`src/rtl/instr_mem_pkg.sv`:
```
// Shared types and helpers for the loadable instruction fetch memory.
package instr_mem_pkg;

  typedef enum logic [1:0] {
    ST_IDLE,
    ST_LOAD,
    ST_RUN
  } state_t;

  localparam logic [31:0] NOP_DEFAULT = 32'h0000_0000;

  // Word-index width for a memory of the given depth.
  function automatic int idx_w(input int depth);
    return (depth <= 2) ? 1 : $clog2(depth);
  endfunction

endpackage

```
`src/rtl/instr_fetch_mem_if.sv`:
```
// Load-stream and fetch bus of the instruction memory; master drives, slave is the memory.
interface instr_fetch_mem_if
  import instr_mem_pkg::*;
#(
  parameter int DATA_W = 32,
  parameter int DEPTH  = 32,
  parameter int ADDR_W = 32
);
  localparam int CNT_W = idx_w(DEPTH) + 1;

  logic              load_start_i;
  logic              load_valid_i;
  logic [DATA_W-1:0] load_data_i;
  logic              load_last_i;
  logic              load_busy_o;
  logic [CNT_W-1:0]  load_count_o;
  logic              fetch_req_i;
  logic [ADDR_W-1:0] pc_addr_i;
  logic              stall_i;
  logic [DATA_W-1:0] instr_o;
  logic              instr_valid_o;
  logic              fetch_err_o;

  modport master (
    output load_start_i, load_valid_i, load_data_i, load_last_i,
    output fetch_req_i, pc_addr_i, stall_i,
    input  load_busy_o, load_count_o, instr_o, instr_valid_o, fetch_err_o
  );

  modport slave (
    input  load_start_i, load_valid_i, load_data_i, load_last_i,
    input  fetch_req_i, pc_addr_i, stall_i,
    output load_busy_o, load_count_o, instr_o, instr_valid_o, fetch_err_o
  );

endinterface

```
`src/rtl/instr_mem_array.sv`:
```
// Simple dual-port RAM: one write port, one registered read port, no reset on data.
module instr_mem_array #(
  parameter int DATA_W = 32,
  parameter int DEPTH  = 32,
  parameter int IDX_W  = 5
) (
  input  logic              i_clk,
  input  logic              i_wr_en,
  input  logic [IDX_W-1:0]  i_wr_addr,
  input  logic [DATA_W-1:0] i_wr_data,
  input  logic              i_rd_en,
  input  logic [IDX_W-1:0]  i_rd_addr,
  output logic [DATA_W-1:0] o_rd_data
);

  logic [DATA_W-1:0] r_mem [DEPTH];
  logic [DATA_W-1:0] r_rd_data;

  // Read register only advances on an enabled read so it doubles as the stall hold.
  always_ff @(posedge i_clk) begin
    if (i_wr_en) r_mem[i_wr_addr] <= i_wr_data;
    if (i_rd_en) r_rd_data <= r_mem[i_rd_addr];
  end

  assign o_rd_data = r_rd_data;

endmodule

```
`src/rtl/instr_fetch_mem.sv`:
```
// Run-time loadable instruction memory: load FSM, bounds/alignment check and stall-held fetch output.
module instr_fetch_mem
  import instr_mem_pkg::*;
#(
  parameter int              DATA_W   = 32,
  parameter int              DEPTH    = 32,
  parameter int              ADDR_W   = 32,
  parameter logic [DATA_W-1:0] NOP_WORD = DATA_W'(NOP_DEFAULT)
) (
  input  logic             clk_i,
  input  logic             rst_i,
  instr_fetch_mem_if.slave bus
);

  localparam int IDX_W = idx_w(DEPTH);
  localparam int CNT_W = IDX_W + 1;

  state_t            r_state, w_state_next;
  logic [IDX_W-1:0]  r_wptr, w_wptr_next, w_wr_addr;
  logic [CNT_W-1:0]  r_count, w_count_next;
  logic              w_wr_en, w_wr_done;

  logic [ADDR_W-3:0] w_word_idx;
  logic              w_accept, w_err, w_rd_en;
  logic              r_valid, r_err, r_hit;
  logic [DATA_W-1:0] w_rd_data;

  always_comb begin
    w_state_next = r_state;
    w_wptr_next  = r_wptr;
    w_count_next = r_count;
    // A restart in LOAD redirects any same-cycle write to word 0.
    w_wr_addr    = bus.load_start_i ? '0 : r_wptr;
    w_wr_en      = (r_state == ST_LOAD) && bus.load_valid_i;
    w_wr_done    = w_wr_en && (bus.load_last_i || (w_wr_addr == IDX_W'(DEPTH - 1)));

    if (bus.load_start_i) begin
      w_wptr_next  = '0;
      w_count_next = '0;
    end
    if (w_wr_en) begin
      w_wptr_next  = w_wr_addr + 1'b1;
      w_count_next = (bus.load_start_i ? CNT_W'(0) : r_count) + CNT_W'(1);
    end

    case (r_state)
      ST_IDLE: if (bus.load_start_i) w_state_next = ST_LOAD;
      ST_LOAD: if (w_wr_done)        w_state_next = ST_RUN;
      ST_RUN:  if (bus.load_start_i) w_state_next = ST_LOAD;
      default:                       w_state_next = ST_IDLE;
    endcase
  end

  always_ff @(posedge clk_i or negedge rst_i) begin
    if (!rst_i) begin
      r_state <= ST_IDLE;
      r_wptr  <= '0;
      r_count <= '0;
    end else begin
      r_state <= w_state_next;
      r_wptr  <= w_wptr_next;
      r_count <= w_count_next;
    end
  end

  // Full-width index compare so out-of-range PCs never alias into the array.
  assign w_word_idx = bus.pc_addr_i[ADDR_W-1:2];
  assign w_err      = (|bus.pc_addr_i[1:0]) || (w_word_idx >= (ADDR_W-2)'(DEPTH));
  assign w_accept   = (r_state == ST_RUN) && bus.fetch_req_i && !bus.stall_i && !bus.load_start_i;
  assign w_rd_en    = w_accept && !w_err;

  always_ff @(posedge clk_i or negedge rst_i) begin
    if (!rst_i) begin
      r_valid <= 1'b0;
      r_err   <= 1'b0;
      r_hit   <= 1'b0;
    end else if (!bus.stall_i) begin
      r_valid <= w_accept;
      r_err   <= w_accept && w_err;
      r_hit   <= w_rd_en;
    end
  end

  instr_mem_array #(
    .DATA_W (DATA_W),
    .DEPTH  (DEPTH),
    .IDX_W  (IDX_W)
  ) u_array (
    .i_clk     (clk_i),
    .i_wr_en   (w_wr_en),
    .i_wr_addr (w_wr_addr),
    .i_wr_data (bus.load_data_i),
    .i_rd_en   (w_rd_en),
    .i_rd_addr (w_word_idx[IDX_W-1:0]),
    .o_rd_data (w_rd_data)
  );

  assign bus.instr_o       = r_hit ? w_rd_data : NOP_WORD;
  assign bus.instr_valid_o = r_valid;
  assign bus.fetch_err_o   = r_err;
  assign bus.load_busy_o   = (r_state == ST_LOAD);
  assign bus.load_count_o  = r_count;

endmodule

```
`src/flat_wrapper.sv`:
```
// flat-port wrapper written by rule: the top's interface ports become plain ports
module instr_fetch_mem_flat import instr_mem_pkg::*;
#(
  parameter int              DATA_W   = 32,
  parameter int              DEPTH    = 32,
  parameter int              ADDR_W   = 32,
  parameter logic [DATA_W-1:0] NOP_WORD = DATA_W'(NOP_DEFAULT)
)
  (clk_i, rst_i, bus_load_start_i, bus_load_valid_i, bus_load_data_i, bus_load_last_i, bus_fetch_req_i, bus_pc_addr_i, bus_stall_i, bus_load_busy_o, bus_load_count_o, bus_instr_o, bus_instr_valid_o, bus_fetch_err_o);
  instr_fetch_mem_if #(.DATA_W(DATA_W), .DEPTH(DEPTH), .ADDR_W(ADDR_W)) bus_i ();
  input  logic clk_i;
  input  logic rst_i;
  input wire logic [$bits(bus_i.load_start_i)-1:0] bus_load_start_i;
  input wire logic [$bits(bus_i.load_valid_i)-1:0] bus_load_valid_i;
  input wire logic [$bits(bus_i.load_data_i)-1:0] bus_load_data_i;
  input wire logic [$bits(bus_i.load_last_i)-1:0] bus_load_last_i;
  input wire logic [$bits(bus_i.fetch_req_i)-1:0] bus_fetch_req_i;
  input wire logic [$bits(bus_i.pc_addr_i)-1:0] bus_pc_addr_i;
  input wire logic [$bits(bus_i.stall_i)-1:0] bus_stall_i;
  output wire logic [$bits(bus_i.load_busy_o)-1:0] bus_load_busy_o;
  output wire logic [$bits(bus_i.load_count_o)-1:0] bus_load_count_o;
  output wire logic [$bits(bus_i.instr_o)-1:0] bus_instr_o;
  output wire logic [$bits(bus_i.instr_valid_o)-1:0] bus_instr_valid_o;
  output wire logic [$bits(bus_i.fetch_err_o)-1:0] bus_fetch_err_o;
  assign bus_i.load_start_i = bus_load_start_i;
  assign bus_i.load_valid_i = bus_load_valid_i;
  assign bus_i.load_data_i = bus_load_data_i;
  assign bus_i.load_last_i = bus_load_last_i;
  assign bus_i.fetch_req_i = bus_fetch_req_i;
  assign bus_i.pc_addr_i = bus_pc_addr_i;
  assign bus_i.stall_i = bus_stall_i;
  assign bus_load_busy_o = bus_i.load_busy_o;
  assign bus_load_count_o = bus_i.load_count_o;
  assign bus_instr_o = bus_i.instr_o;
  assign bus_instr_valid_o = bus_i.instr_valid_o;
  assign bus_fetch_err_o = bus_i.fetch_err_o;
  instr_fetch_mem #(.DATA_W(DATA_W), .DEPTH(DEPTH), .ADDR_W(ADDR_W), .NOP_WORD(NOP_WORD)) u_core (.clk_i(clk_i), .rst_i(rst_i), .bus(bus_i));
endmodule
```
`config.mk`:
```
export PLATFORM = sky130hd
export DESIGN_NAME = instr_fetch_mem_flat
export DESIGN_NICKNAME = d
export VERILOG_FILES = /design/src/rtl/instr_mem_pkg.sv /design/src/rtl/instr_fetch_mem_if.sv /design/src/rtl/instr_mem_array.sv /design/src/rtl/instr_fetch_mem.sv /design/src/flat_wrapper.sv
export SDC_FILE = /design/constraint.sdc
export NUM_CORES = 1
export LEC_CHECK = 0
export ABC_CLOCK_PERIOD_IN_PS = 4700
export CORE_MARGIN = 2
export CORE_UTILIZATION = 40
export CTS_CLUSTER_DIAMETER = 60
export CTS_CLUSTER_SIZE = 25
export DETAILED_ROUTE_END_ITERATION = 6
export SYNTH_ARGS = -nofsm -noshare
export SYNTH_HDL_FRONTEND = slang
export SYNTH_SLANG_ARGS = --single-unit
```
`constraint.sdc`:
```
create_clock -name clk_i -period 4.7 [get_ports clk_i]
set_input_delay 0.47 -clock clk_i [delete_from_list [all_inputs] [get_ports clk_i]]
set_output_delay 0.47 -clock clk_i [all_outputs]
set_load 0.02 [all_outputs]
```
; ---- Word-level counts from Yosys, hierarchy flattened
; Memory sizes are Yosys's and may differ from the RTL's. A register that Yosys moved wholly into a read port is not among the register bits.
; Index checks and enable logic that the tools add are counted.
[word_totals]
mem_count = 1
ramBits = 1024
regBits = 16
wordCells = 41
output_inout_bits = 41
input_bits = 71
[classes]
eq_ne = 5
n_addsub = 2
mux = 10
reduce_logical = 16
n_lt_le_gt_ge = 1
[mem_list]
columns = memory, depth, word_bits, read_ports, rd_ports_with_merged_regs, wr, line_no
row1 = u_core.u_array.r_mem, 32, 32, 1, 1, 1, instr_mem_array.sv:16  ; logic [DATA_W-1:0] r_mem [DEPTH];
[op_table]
columns = operator, n
row1 = two-way mux 32 bit, 1
row2 = greater-or-equal comparator 30 x 6 -> 1 bit (second input constant), 1
row3 = two-way mux 6 bit, 2
row4 = two-way mux 5 bit, 2
row5 = logical AND 1 bit, 7
row6 = adder 6 x 1 -> 6 bit (second input constant), 1
row7 = adder 5 x 1 -> 5 bit (second input constant), 1
row8 = == test 5 bit (second input constant), 1
row9 = two-way mux 2 bit, 2
row10 = inequality test 2 x 1 -> 1 bit (second input constant), 2
row11 = one-hot mux 2 bit (2 select lines), 1
row12 = OR reduction 2 bit, 2
row13 = zero test 1 bit, 3
row14 = == test 2 x 1 -> 1 bit (second input constant), 1
row15 = == test 2 bit (second input constant), 1
row16 = zero test 2 bit, 1
row17 = logical OR 1 bit, 2
row18 = two-way mux 1 bit, 2
row19 = AND reduction 2 bit, 1

; ---- Logic depth before layout (Yosys ltp)
; Gate-level depths: netlist (run 1).
[logic_depth]
ltp_word = 6
ltp_mapped = 9

; ---- Cells and area by module
; Synthesis (run 1) repeated with hierarchy kept, for this count alone.
[hier_totals]
cells_unflattened = 2371
area_unflattened_um2 = 41861.4
[modules_own_cells]
columns = module, area_each_um2, cells_each, instances
row1 = instr_mem_array, 40805.4, 2260, 1
row2 = instr_fetch_mem, 1056.0, 111, 1

; ---- Least setup slack after synthesis (run 1)
; OpenSTA, ideal clock, no wires.
[synth_timing]
path_kind = input-to-reg
start = input port bus_pc_addr_i[8]
end = register u_core.u_array.r_rd_data[0], in the netlist u_core.u_array.o_rd_data[0] (read register of u_core.u_array.r_mem) (enable)
t_required_ps = 4237
arrival_time_ps = 3183
n_path_buf = 0
stages = 3
setup_slack_ps = 1053
path_cell_list = nor4_1 nand4_1 nor3_1
[synth_via]
elab_chain_cells = 4
[synth_rtl]
columns = item, line_no
row1 = start: declaration, flat_wrapper.sv:18  ; input wire logic [$bits(bus_i.pc_addr_i)-1:0] bus_pc_addr_i;
row2 = greater-or-equal comparator 30 x 6 -> 1 bit, instr_fetch_mem.sv:68  ; assign w_err = (|bus.pc_addr_i[1:0]) || (w_word_idx >= (ADDR_W-2)'(DEPTH));
row3 = logical OR 1 bit, instr_fetch_mem.sv:68
row4 = zero test 1 bit, instr_fetch_mem.sv:70  ; assign w_rd_en = w_accept && !w_err;
row5 = logical AND 1 bit, instr_fetch_mem.sv:70
row6 = net u_core.u_array.i_rd_en, instr_mem_array.sv:11  ; input logic i_rd_en,
row7 = end: declaration, instr_mem_array.sv:17  ; logic [DATA_W-1:0] r_rd_data;
; The timed path passes the listed nets, and every way through them passes these cells.
; A chain may end at the register's enable or synchronous reset.

; ---- Worst setup path after layout (run 1)
[layout_timing]
start = register u_core.r_hit
end = output port bus_instr_o[15]
[layout_via]
elab_chain_cells = 1
[layout_rtl]
columns = item, line_no
row1 = start: declaration, instr_fetch_mem.sv:25  ; logic r_valid, r_err, r_hit;
row2 = start signal: assignment, instr_fetch_mem.sv:80  ; r_hit <= w_rd_en;
row3 = two-way mux 32 bit, instr_fetch_mem.sv:98  ; assign bus.instr_o = r_hit ? w_rd_data : NOP_WORD;
row4 = end: declaration, flat_wrapper.sv:22  ; output wire logic [$bits(bus_i.instr_o)-1:0] bus_instr_o;
; No other way between the ends.

==> results of run 1 <==
-- final cells by class --
type                            instances  area, um^2
Fill cell                            8765       55900
Sequential cell                      1072       32100
Multi-Input combinational cell       1170        9230
Clock buffer                           83        1980
Timing Repair Buffer                  205        1920
Tap cell                             1380        1730
Clock inverter                         60         785
Antenna cell                            7        17.5
Inverter                                2        7.51
-- worst paths after layout --
kind / startpoint / depth (start not counted) / slack, ps / end
max: u_core.r_hit / 3 / 1770 / bus_instr_o[15]
min: rst_i / 1 / 280 / u_core.bus.instr_valid_o
max reg2reg: u_core.r_wptr[0] / 5 / 1950 / u_core.u_array.r_mem[23][2]
min reg2reg: u_core.bus.instr_valid_o / 2 / 500 / u_core.bus.instr_valid_o
max in group asynchronous: rst_i / 1 / 3930 / u_core.bus.load_count_o[4]
min in group clk_i: bus_load_data_i[3] / 1 / 420 / u_core.u_array.r_mem[18][3]
-- worst max-delay path, delay by kind of cell, from the launching register on --
| kind | cells | cell delay (ps) |
|---|---|---|
| AND/OR/NAND/NOR | 1 | 330 |
| buffers and inverters | 2 | 1020 |
| flip-flops | 1 | 420 |
-- stage by stage --
step	worst slack, ps	utilization, %	power, mW	hold WS [ps]
after floorplan	1050	-	11.4	174
after global placement	1300	43.4	11.8	477
after detailed placement	1190	43.4	11.8	484
after CTS	1650	46.1	19.0	274
after global routing	1660	46.1	19.4	323
final	1770	46.1	18.9	280
-- state kept, by name, summed over array words and instances (netlist names) --
register	count
u_core.u_array.r_mem	1024
u_core.u_array.o_rd_data	32
u_core.r_hit	1
u_core.r_state	2
u_core.bus.load_count_o	6
u_core.bus.fetch_err_o	1
u_core.r_wptr	5
u_core.bus.instr_valid_o	1
-- power groups by stage --
stage	clock network (mW)	logic, mW	registers (mW)
after floorplan	0	0.554	10.8
after global placement	0	1.04	10.8
after detailed placement	0	1.05	10.8
after CTS	7.37	1.05	10.6
after global routing	7.70	1.12	10.6
final	7.24	1.05	10.6
-- kinds of logic (layout without fill, tap and decap cells) --
kind of cell    Yosys count  count (layout)
flops                  1072            1072
buf+inv                 135             350
simple gates            348             348
other cells               0               7
xor+xnor                  8               8
mux                     515             515
fa+ha+maj                 6               6
compound gates          293             293
-- cells in the mapped netlist (2+ instances only) --
library cell	count	share of area [%]
sky130_fd_sc_hd__o21ai_0	2	0.024
sky130_fd_sc_hd__nand4_1	3	0.045
sky130_fd_sc_hd__and2_1	33	0.49
sky130_fd_sc_hd__inv_1	2	0.018
sky130_fd_sc_hd__buf_2	36	0.43
sky130_fd_sc_hd__clkbuf_4	2	0.036
sky130_fd_sc_hd__buf_4	24	0.43
sky130_fd_sc_hd__nand3b_1	3	0.054
sky130_fd_sc_hd__buf_6	23	0.62
sky130_fd_sc_hd__nor2b_1	9	0.13
sky130_fd_sc_hd__a21oi_1	96	1.1
sky130_fd_sc_hd__a31oi_1	32	0.48
sky130_fd_sc_hd__ha_1	6	0.18
sky130_fd_sc_hd__nor3_1	35	0.42
sky130_fd_sc_hd__mux2_2	3	0.081
sky130_fd_sc_hd__nor2_1	42	0.38
sky130_fd_sc_hd__buf_1	2	0.018
sky130_fd_sc_hd__nand3_1	99	1.2
sky130_fd_sc_hd__nand2_1	108	0.97
sky130_fd_sc_hd__a22o_1	65	1.4
sky130_fd_sc_hd__xnor2_1	3	0.063
sky130_fd_sc_hd__xor2_1	5	0.10
sky130_fd_sc_hd__dfrtp_1	16	0.96
sky130_fd_sc_hd__edfxtp_1	1056	76
sky130_fd_sc_hd__clkbuf_1	46	0.41
sky130_fd_sc_hd__mux2i_1	512	12
sky130_fd_sc_hd__a22oi_1	96	1.7
sky130_fd_sc_hd__nor4_1	6	0.090
sky130_fd_sc_hd__nand2b_1	4	0.060
-- per-layer routing --
metal | up-vias | share of wire [%] | wire length [um]
met3 | 121 | 6.7 | 6690
li1 | 9697 | - | -
met1 | 11200 | 45 | 45200
met4 | 2 | 2.2 | 2240
met5 | - | 0.013 | 13
met2 | 739 | 46 | 46000
-- placed cells by master, fill, tap and decap left out, drive strengths merged, types with 42 or more instances in the layout --
cell type	netlist	final
clkdlybuf4s50	0	95
nor2	42	42
buf	85	110
nand3	99	99
a21oi	96	96
a22o	65	65
nand2	108	108
a22oi	96	96
mux2i	512	512
clkbuf	48	83
edfxtp	1056	1056
==> results.txt, run 1 <==
The worst setup path category is flop to output port. The count of flip-flops with a built-in enable after synthesis was 1056; the ratio of cells with drive above 1 in the final layout was 11.3%. After technology mapping, the gate count stands at 2377.

Counting tap cells, the placed design contains a total of 3829 instances. The first-pass GRT wire length is 147 mm, and the clock period minus final worst setup slack is 2930 ps. For the clock sink count, the log shows 1072. The first-pass iteration count of the detailed router is 5, and the number of antenna violations at the first check in global routing is 9. In the global route stage, overall resource usage came out at 18.4%.

Among all flip-flop cells after synthesis, the most frequent one is sky130_fd_sc_hd__edfxtp_1. The logs give 107000 um^2 for the die area and 3 for the buffer depth of the longest clock path. The portion of synthesized area spent on multiplexers is 12.3%.

During synthesis, Yosys emitted a total of 0 warnings. The logs give 45000 um^2 for the area of placed instances and 21.7k for the via count of the first global-routing pass. The xor and xnor area share after synthesis was 0.167%; the final weighted congestion in routability-driven placement was 0.823. For the buffer count from post-CTS setup fixing, the log shows 0. Of the total power, combinational logic draws 5.6%. The layer carrying the most global-route usage is met2. STA puts the critical path data arrival time at 2460 ps. The number of antenna-violating nets in the routed design came out at 0.

The hold violation total from the final report was 0; the peak per-stage delay on the critical path was 650 ps. The signal on the critical path passes through buf_4 > and2_1 > clkdlybuf4s50_1. TritonCTS built the clock tree. Entering global routing, the biggest net connects 67 pins. In this run the worst hold path is classified as primary input to async pin. The x dimension of the die works out to 328 um.

The run gives 33.8 ps as the final worst clock skew. Summing the areas of all fa, ha and maj instances in the mapped netlist gives 0.179% of the synthesized area. Adding up every negative setup slack in the final design gives 0 ps. Summed over all nets, the half-perimeter wirelength after detailed placement is 62.4 mm. The flop and latch count out of synthesis came out at 1072. Max-cap violations in this run came to 0. The tools report the number of nets in the layout as 2605. The compound-cell area share of the yosys netlist was 4.77%; the critical-path maximum fanout was 28. By area, the combinational part of the netlist is dominated by multiplexers. When the netlist entered floorplanning its net count stood at 2454. For this design the total switching power over the nets is 4.30 mW.

The clock latency reported for the late side of the worst-skew pair came out at 660 ps. The logs give 16.3 nW for the cell leakage power and 0 for the total global routing overflow. Synthesis instantiated 37 different standard cells from the library.

The power density normalized to cell area is 395 nW/um^2. The flow ran to the end, and the final reports show no timing, DRC or antenna violations. STA puts the critical path data required time at 4230 ps.

Setup repair after global routing left no endpoint under its margin. The final non-filler cell area is 47800 um^2. The run gives 28.1% as the global-route track usage on met2. For this block, the routed nets add up to 100 mm of wire. The routed layout has 21.8k vias. The post-synthesis instance area was 41900 um^2; the async set or reset register ratio after synthesis was 1.49%. At the pin with the least slew margin, the transition time is 1040 ps. The worst pin sits at a relative slew slack of 30.6%. The global-route track usage on met1 came out at 27.4%. Compared with the post-synthesis result, the final layout area differs by 14.1%. Across the VDD grid, the largest voltage drop is 0.211 mV.

The sequential share of the synthesized area is 76.7%, and the mean cell area of the mapped netlist is 17.6 um^2. The number of hold buffers added after CTS was 0; the number of resized instances in the post-cts repair step was 0. STA classifies the critical path startpoint as a flop. The first routing iteration left 2325 violations.

The worst setup path is captured at an output port. The tools report the number of clock buffers inserted by TritonCTS as 77. The run gives 3.13% as the met3 routing resource usage after global routing.

Share of the clock period used by the worst path: 62.3%. The H-tree was split into 3 levels. Top-level port count: 112. After detailed routing, the number of remaining DRC violations is 0. Leaving out filler cells and counting taps, the final layout contains 3979. The initial utilization of the core area, before any placement, comes to 40.4%.

Cell internal power was estimated by the tool at 14.6 mW. The y dimension of the die was 328 um; the number of cell rows was 118. The sequential cell fraction of total power was 56.1%; the max-slew violation count was 0.

The average wire per standard cell is 25.2 um. Setup violations remaining at the end of the flow were counted as 0. After clock tree synthesis, the clock-pin slew on the worst setup and hold paths is 70 ps.

The slowest library cell on the worst path was sky130_fd_sc_hd__clkdlybuf4s50_1. Timing would allow up to 342 MHz. Using the TritonRoute via totals, the vias-per-cell ratio works out to 5.47. After Yosys synthesis, and, or, nand and nor cells account for 3.94% of the synthesized area.

During placement, the flow inserted port buffers numbering 111. Net switching is 22.8% of the power. For the clock power share, the log shows 38.4%. In this run the standard cell core region covers 104000 um^2. The tree is rooted in a sky130_fd_sc_hd__clkbuf_16.
No activity file was read; power rests on OpenSTA's default activity.
==> inputs of run 2 (changes only) <==
- ABC_CLOCK_PERIOD_IN_PS: 4700 -> 2880
- clock period: 4.7 -> 2.88 ns (I/O delays scaled with it)
==> run 2 against run 1 <==
  * Utilization rose by 1.2 points
  * Final area rose by 2.5%
  * Combinational power increased by 69%
  * Critical path type unchanged
  * Routed wire length grew 4.9%
  * Die area unchanged
  * Via count up 2.4%
  * Critical path depth unchanged
  * First-iteration DRC count fell by 3.7%
  * Critical endpoint is now bus_instr_o[14]
  * Clock power increased by 64%
  * Global-route usage is 0.85 points higher
  * Register-to-register slack got worse by 1400 ps
  * Clock-buffer cell count increased by 4
==> results.txt, run 2 (same netlist as run 1, synthesis figures left out) <==
Among cell families on the critical path, the largest total delay comes from buffers and inverters. The hold slack came out at 80.4 ps. The floorplan step defined a die boundary enclosing 107000 um^2. The critical-path maximum fanout is 33, and the number of H-tree branching levels is 3. The run gives 670 ps as the clock latency reported for the late side of the worst-skew pair. The post-route netlist has 13.1% of its cells at a drive strength greater than 1. The flow ran to the end, and the final reports show no timing, DRC or antenna violations. The first detailed-routing pass ran for 6 iterations. The hold violation total from the final report came out at 0. The number of hold buffers added after CTS is 0.

Total global routing overflow: 0. Number of stages on the worst setup path: 3. At the pin with the least slew margin, the transition time is 1200 ps. Cell depth of the worst flop-to-flop path: 5. From left edge to right edge, the die measures 328 um. The run gives 8663 as the filler cell count. The worst setup path category was flop to output port. Dividing total power by cell area gives a power density of 631 nW/um^2. In this design, the stage delay of the slowest critical-path cell is 660 ps. Counting the buffers created by CTS gives 79. The run gives 118 as the number of cell rows.

The worst register-to-register path begins at u_core.r_state[1]. The run gives 1 as the number of antenna violations at the first check in global routing. Max-slew violation count: 0.

The peak supply drop is 0.493 mV. The flip-flop count of the largest register, all copies and words added is 1024. Buffers added to address setup during post-CTS repair amount to 0.

The net switching share of the total power was 23.1%. The run gives 5.7% as the combinational share of power. The internal portion of the total power is 23.8 mW. For the power spent charging and discharging nets, the log shows 7.13 mW. The achievable clock frequency was 370 MHz; the all-layer global routing usage was 19.3%. The routed wire length was 105 mm. TritonCTS built the clock tree. The worst setup path is launched from a flop.

The logs give 0 for the number of antenna-violating nets in the routed design and 72 for the largest net degree at the start of global routing. The tools report the first-pass GRT wire length as 151 mm. The run gives 0.797 as the final weighted congestion in routability-driven placement.

Data on the critical path arrives at its endpoint at 2410 ps. In the final layout, the multi-input gates occupy 9230 um^2. Setup repair after global routing left no endpoint under its margin.

0 antenna diodes ended up in the layout. The y dimension of the die is 328 um. After detailed routing, the average wire length per cell comes to 25.9 um.

Setup violations remaining at the end of the flow were counted as 0. Walking the worst path, the cells encountered are buf_4 > and2_1 > clkdlybuf4s50_1. The clock period minus final worst setup slack is 2700 ps, and the number of vias in the routed layout is 22.3k. Of the total power, registers draw 55.9%.

The logs give 38.4% for the clock power share and 3 for the buffer depth of the longest clock path. Clock-pin slew was measured on the worst setup and hold paths at 70 ps. Across the whole layout, storage elements account for 32100 um^2. After detailed routing, the number of remaining DRC violations is 0. Across all register-to-register paths, the minimum setup slack is 570 ps. For the worst setup path, the data required time is 2590 ps. In this run the tightest slew margin relative to its limit is 19.5%. From synthesis to final layout, the design area changed by 16.9%. The critical path contains buffers and inverters numbering 2 combined. For the clock sink count, the log shows 1072.

The library cell used most frequently in the layout, excluding fill and tap cells, is sky130_fd_sc_hd__edfxtp_1. In this run the standard cell core region covers 104000 um^2. The via count normalized by instance count came out at 5.51. For the via count of the first global-routing pass, the log shows 22.5k.

In this run the worst hold path is classified as primary input to async pin. The setup TNS was 0 ps; the number of nets in the layout was 2680. The top cell types in the final layout, fill and taps aside, are sky130_fd_sc_hd__edfxtp_1 (1056), sky130_fd_sc_hd__mux2i_1 (512), sky130_fd_sc_hd__buf_4 (111). The register with the highest flop count is u_core.u_array.r_mem. The worst path uses 93.8% of the clock period. The run gives 63.0 mm as the HPWL after detailed placement. The tree is rooted in a sky130_fd_sc_hd__clkbuf_16. In this run, post-CTS repair resized a total of 0 instances.

Across the routed clock network, the largest skew measured is 28.3 ps. The tools report the effective utilization at floorplan as 40.4%. The tools report the reg-to-reg critical path endpoint as u_core.u_array.r_mem[18][14]. The slowest stage of the critical path is the sky130_fd_sc_hd__clkdlybuf4s50_1 cell. Across the run, the number of max-cap violations was 0. For this block, the initial DRC count from the detailed router was 2239.

The analysis attributes to cell leakage a power of 16.9 nW. Critical path capture point type: an output port. Port buffering added 111 buffers.

For the top-level port count, the log shows 112.
## run 2: cell count changes in the layout (fill, tap and decap cells not counted), moves of 3 or more
cell,previous run,this run
sky130_fd_sc_hd__buf_12,14,56
sky130_fd_sc_hd__buf_4,80,111
sky130_fd_sc_hd__buf_2,15,0
sky130_fd_sc_hd__clkdlybuf4s50_1,95,110
sky130_fd_sc_hd__clkinvlp_4,10,2
sky130_fd_sc_hd__inv_6,13,5
sky130_fd_sc_hd__diode_2,7,0
sky130_fd_sc_hd__clkinv_2,1,7
sky130_fd_sc_hd__bufinv_16,7,4
sky130_fd_sc_hd__clkbuf_1,4,7
sky130_fd_sc_hd__clkinv_4,4,7
## run 2: area by class of cell
cell class	count	share of cell area, %
well taps	1380	3.53
flip-flops and latches	1072	65.6
repair buffers	278	6.27
inverters	2	0.0153
clock inverters	60	1.62
clock buffers	87	4.14
multi-input cells	1170	18.9
## run 2: power groups by stage
| stage | Clock (mW) | Sequential [mW] | Combinational [mW] |
|---|---|---|---|
| finish | 11.9 | 17.3 | 1.77 |
| global route | 12.6 | 17.3 | 1.88 |
| CTS | 12.1 | 17.3 | 1.77 |
| detailed placement | 0 | 17.6 | 1.77 |
| global placement | 0 | 17.6 | 1.74 |
| floorplan | 0 | 17.6 | 0.904 |
## run 2: worst max-delay path by stage
stage | from | to | slack, ps
CTS | u_core.r_hit | bus_instr_o[14] | 130
detailed placement | bus_pc_addr_i[2] | u_core.u_array.o_rd_data[2] | 8
floorplan | u_core.r_state[1] | u_core.u_array.r_mem[23][0] | -110
finish | u_core.r_hit | bus_instr_o[14] | 180
global placement | bus_pc_addr_i[2] | u_core.u_array.o_rd_data[2] | 60
global route | u_core.r_hit | bus_instr_o[14] | 90
## run 2: metal layers
| layer | vias up | routed length, um | global-route usage (%) |
|---|---|---|---|
| met5 | - | 0 | 0 |
| met4 | 0 | 3460 | 6.49 |
| met3 | 160 | 6440 | 3.06 |
| met2 | 724 | 50000 | 31.1 |
| met1 | 11600 | 45200 | 26.8 |
| li1 | 9851 | - | - |
## run 2: per-stage QoR
step           util, %  power [mW]  cell area [um^2]  std cells  setup WS [ps]
6_report          47.2        30.9             49000       4049            178
5_1_grt           47.2        31.8             49000       4049           94.3
4_1_cts           47.2        31.1             49000       4049            135
3_5_place_dp      44.5        19.4             46100       3902           7.87
3_3_place_gp      44.5        19.3             46100       3902           63.8
2_1_floorplan        -        18.5             41900       2377           -105
==> inputs of run 3 (changes only) <==
- REMOVE_ABC_BUFFERS: unset -> 1
- SLEW_MARGIN: unset -> 0
==> run 3 against run 2 <==
  * Total power is 4.9% lower
  * Clock skew decreased by 3.0 ps
  * Clock power down 13%
  * Sequential share of layout area rose by 0.81 points
  * Largest cell class unchanged
  * Via count decreased by 2.1%
  * Routed wire length fell by 2.5%
  * Final area down 1.2%
  * Critical path depth stayed put
  * Clock-buffer cell count down 11
  * Sequential power hardly changed
==> results.txt, run 3 (same netlist as run 1, synthesis figures left out) <==
The net switching share of the total power is 21.9%, and the largest net degree at the start of global routing is 57. Counting every sink on the clock net gives 1072. The peak per-stage delay on the critical path is 660 ps.

The category of the worst setup path launch point was a flop. For this block, the initial DRC count from the detailed router was 2226. The number of antenna violations at the first check in global routing was 3; the ratio of cells with drive above 1 in the final layout was 11.5%. Commonest non-fill, non-tap cell in the layout: sky130_fd_sc_hd__edfxtp_1. The logs give 48400 um^2 for the final non-filler cell area and 5 for the first-pass iteration count of the detailed router. The total global routing overflow is 0, and the effective utilization at floorplan is 40.4%. The tools report the clock power share as 35.4%. Relative to the synthesized area, the layout overhead comes to 15.5%. Summed over all failing endpoints, the final setup total negative slack is 0 ps. The tightest min-delay check is of the primary input to async pin type. CTS placed an instance of sky130_fd_sc_hd__clkbuf_16 at the clock tree root.

The top-level port count was 112. The hold violation total from the final report was 0; the total core area was 104000 um^2. At the pin with the least slew margin, the transition time is 1240 ps.

The endpoint identified for the worst register-to-register timing path is u_core.u_array.r_mem[10][6]. The register with the most flip-flops in the layout has 1024 of them. The worst path in the final design needs a cycle of 2670 ps, including I/O delays and setup.

The worst setup path category was flop to output port. The library cells used most frequently in the layout, excluding fill and tap cells, are sky130_fd_sc_hd__edfxtp_1 (1056), sky130_fd_sc_hd__mux2i_1 (512), sky130_fd_sc_hd__clkdlybuf4s50_1 (110). The run gives 0 as the max-slew violation count.

The count of buffers added on input and output ports is 111. For the worst-case register-to-register setup slack, the log shows 770 ps. Along the worst path, the maximum fanout reaches 20. The tool flagged a number of max-cap violations equal to 0. In this run the horizontal extent of the chip is 328 um. The all-layer global routing usage was 18.8%; the worst endpoint data arrival time was 2380 ps. The peak supply drop is 0.513 mV, and the final weighted congestion in routability-driven placement is 0.786. Sequential cells burn 58.8% of the power. Via count of the first global-routing pass: 21.8k. After clock tree synthesis, the repair step resized 0 gates.

The power spent charging and discharging nets is 6.42 mW. The flow ran to the end, and the final reports show no timing, DRC or antenna violations. In the routed layout, each cell is associated on average with a via count of 5.46. In this run the vertical extent of the chip is 328 um.

Setup repair after global routing left no endpoint under its margin. STA puts the critical path data required time at 2590 ps. The worst pin sits at a relative slew slack of 16.8%.

Traced cell by cell, the critical path runs through buf_12 > and2_1 > clkdlybuf4s50_1. The number of hold buffers added after CTS was 0; the cell leakage power was 16.6 nW. The first global-routing pass estimated 148 mm of wire.

In this run the remaining antenna-violating nets after routing total 0. The number of vias in the routed layout was 21.8k. The die area was 107000 um^2; the HPWL after detailed placement was 60.3 mm.

The achievable clock frequency is 375 MHz. The final worst clock skew was 25.3 ps. The number of antenna diodes in the final layout is 0. The clock reaches the later pin of the worst-skew pair after 640 ps. In the final routed layout, each cell accounts on average for 25.6 um.

For the number of H-tree branching levels, the log shows 3. TritonCTS built the clock tree. For this run, the share of the core covered by cells in the final layout is 46.7%.

The internal portion of the total power is 22.9 mW. The logs give 0 for the setup-violating endpoint count in the final report and 0 for the DRC violations left. The tools report the critical path capture point type as an output port. Clock-pin slew was measured on the worst setup and hold paths at 80 ps.

Measured in cells, the most critical reg-to-reg path has a length of 3. Among all stages on the critical path, the largest delay is contributed by sky130_fd_sc_hd__dfrtp_2. At the end of the flow, the number of nets in the layout was 2647. Beginning of the worst register-to-register path: u_core.r_wptr[3].

Combinational cells account for 5.8% of the total power. Dividing total power by cell area gives a power density of 607 nW/um^2. TritonCTS created 66 clock buffers.

The share of the clock period used by the worst path was 92.6%. Summed over all layers, the routed wires come to 102 mm. For the area of placed instances, the log shows 46100 um^2. Post-CTS timing repair inserted 0 buffers for setup. Row generation in the floorplan step produced 118 rows. Register with the highest flop count: u_core.u_array.r_mem.

Counting along the longest clock path gives a buffer depth of 3.
==> run 3: cell count changes in the layout (fill, tap and decap cells not counted), sizes merged <==
cell      change
clkinvlp      +3
clkinv       -15
buf          -20
clkbuf       -11
inv           -9
==> run 3: critical path: cells and delay by family, from the launching register on <==
family / cells / cell delay (ps)
AND/OR/NAND/NOR: 1 / 200
flip-flops: 1 / 660
buffers and inverters: 2 / 850
==> run 3: power groups by stage <==
stage	clock [mW]	sequential (mW)	combinational, mW
after floorplan	0	17.6	0.705
final	10.4	17.3	1.72
after global routing	11.1	17.3	1.84
after global placement	0	17.6	1.70
after CTS	10.6	17.3	1.73
after detailed placement	0	17.6	1.73
==> run 3: layer usage <==
metal  vias to the layer above  track usage [%]  wire length [um]
met5                         -                0                14
met4                         2             5.58              2480
met3                       126             2.58              5450
met2                       641             30.2             48600
met1                     11300             26.6             45800
li1                       9753                -                 -
==> run 3: area by class of cell <==
cell class                      count  area, um^2
Multi-Input combinational cell   1170        9230
Tap cell                         1380        1730
Timing Repair Buffer              258        3020
Clock inverter                     39         484
Sequential cell                  1072       32100
Fill cell                        8669       55300
Inverter                            2        7.51
Clock buffer                       76        1800
==> run 3: through the flow <==
stage | hold WS (ps) | std cells | setup slack [ps] | total power, mW
after floorplan | -7.59 | 2244 | -2560 | 18.3
after global placement | 476 | 3882 | 268 | 19.3
after detailed placement | 487 | 3882 | 260 | 19.3
after CTS | 95.1 | 3997 | 142 | 29.6
after global routing | 168 | 3997 | 116 | 30.2
final | 91.0 | 3997 | 214 | 29.4
==> run 3: worst max path at each step <==
stage,startpoint,end,cells past startpoint
finish,u_core.r_hit,bus_instr_o[0],3
global route,u_core.r_hit,bus_instr_o[4],3
CTS,u_core.r_hit,bus_instr_o[4],3
detailed placement,bus_load_start_i,u_core.u_array.r_mem[21][18],7
global placement,bus_load_start_i,u_core.u_array.r_mem[21][18],7
floorplan,bus_pc_addr_i[4],u_core.u_array.o_rd_data[0],4
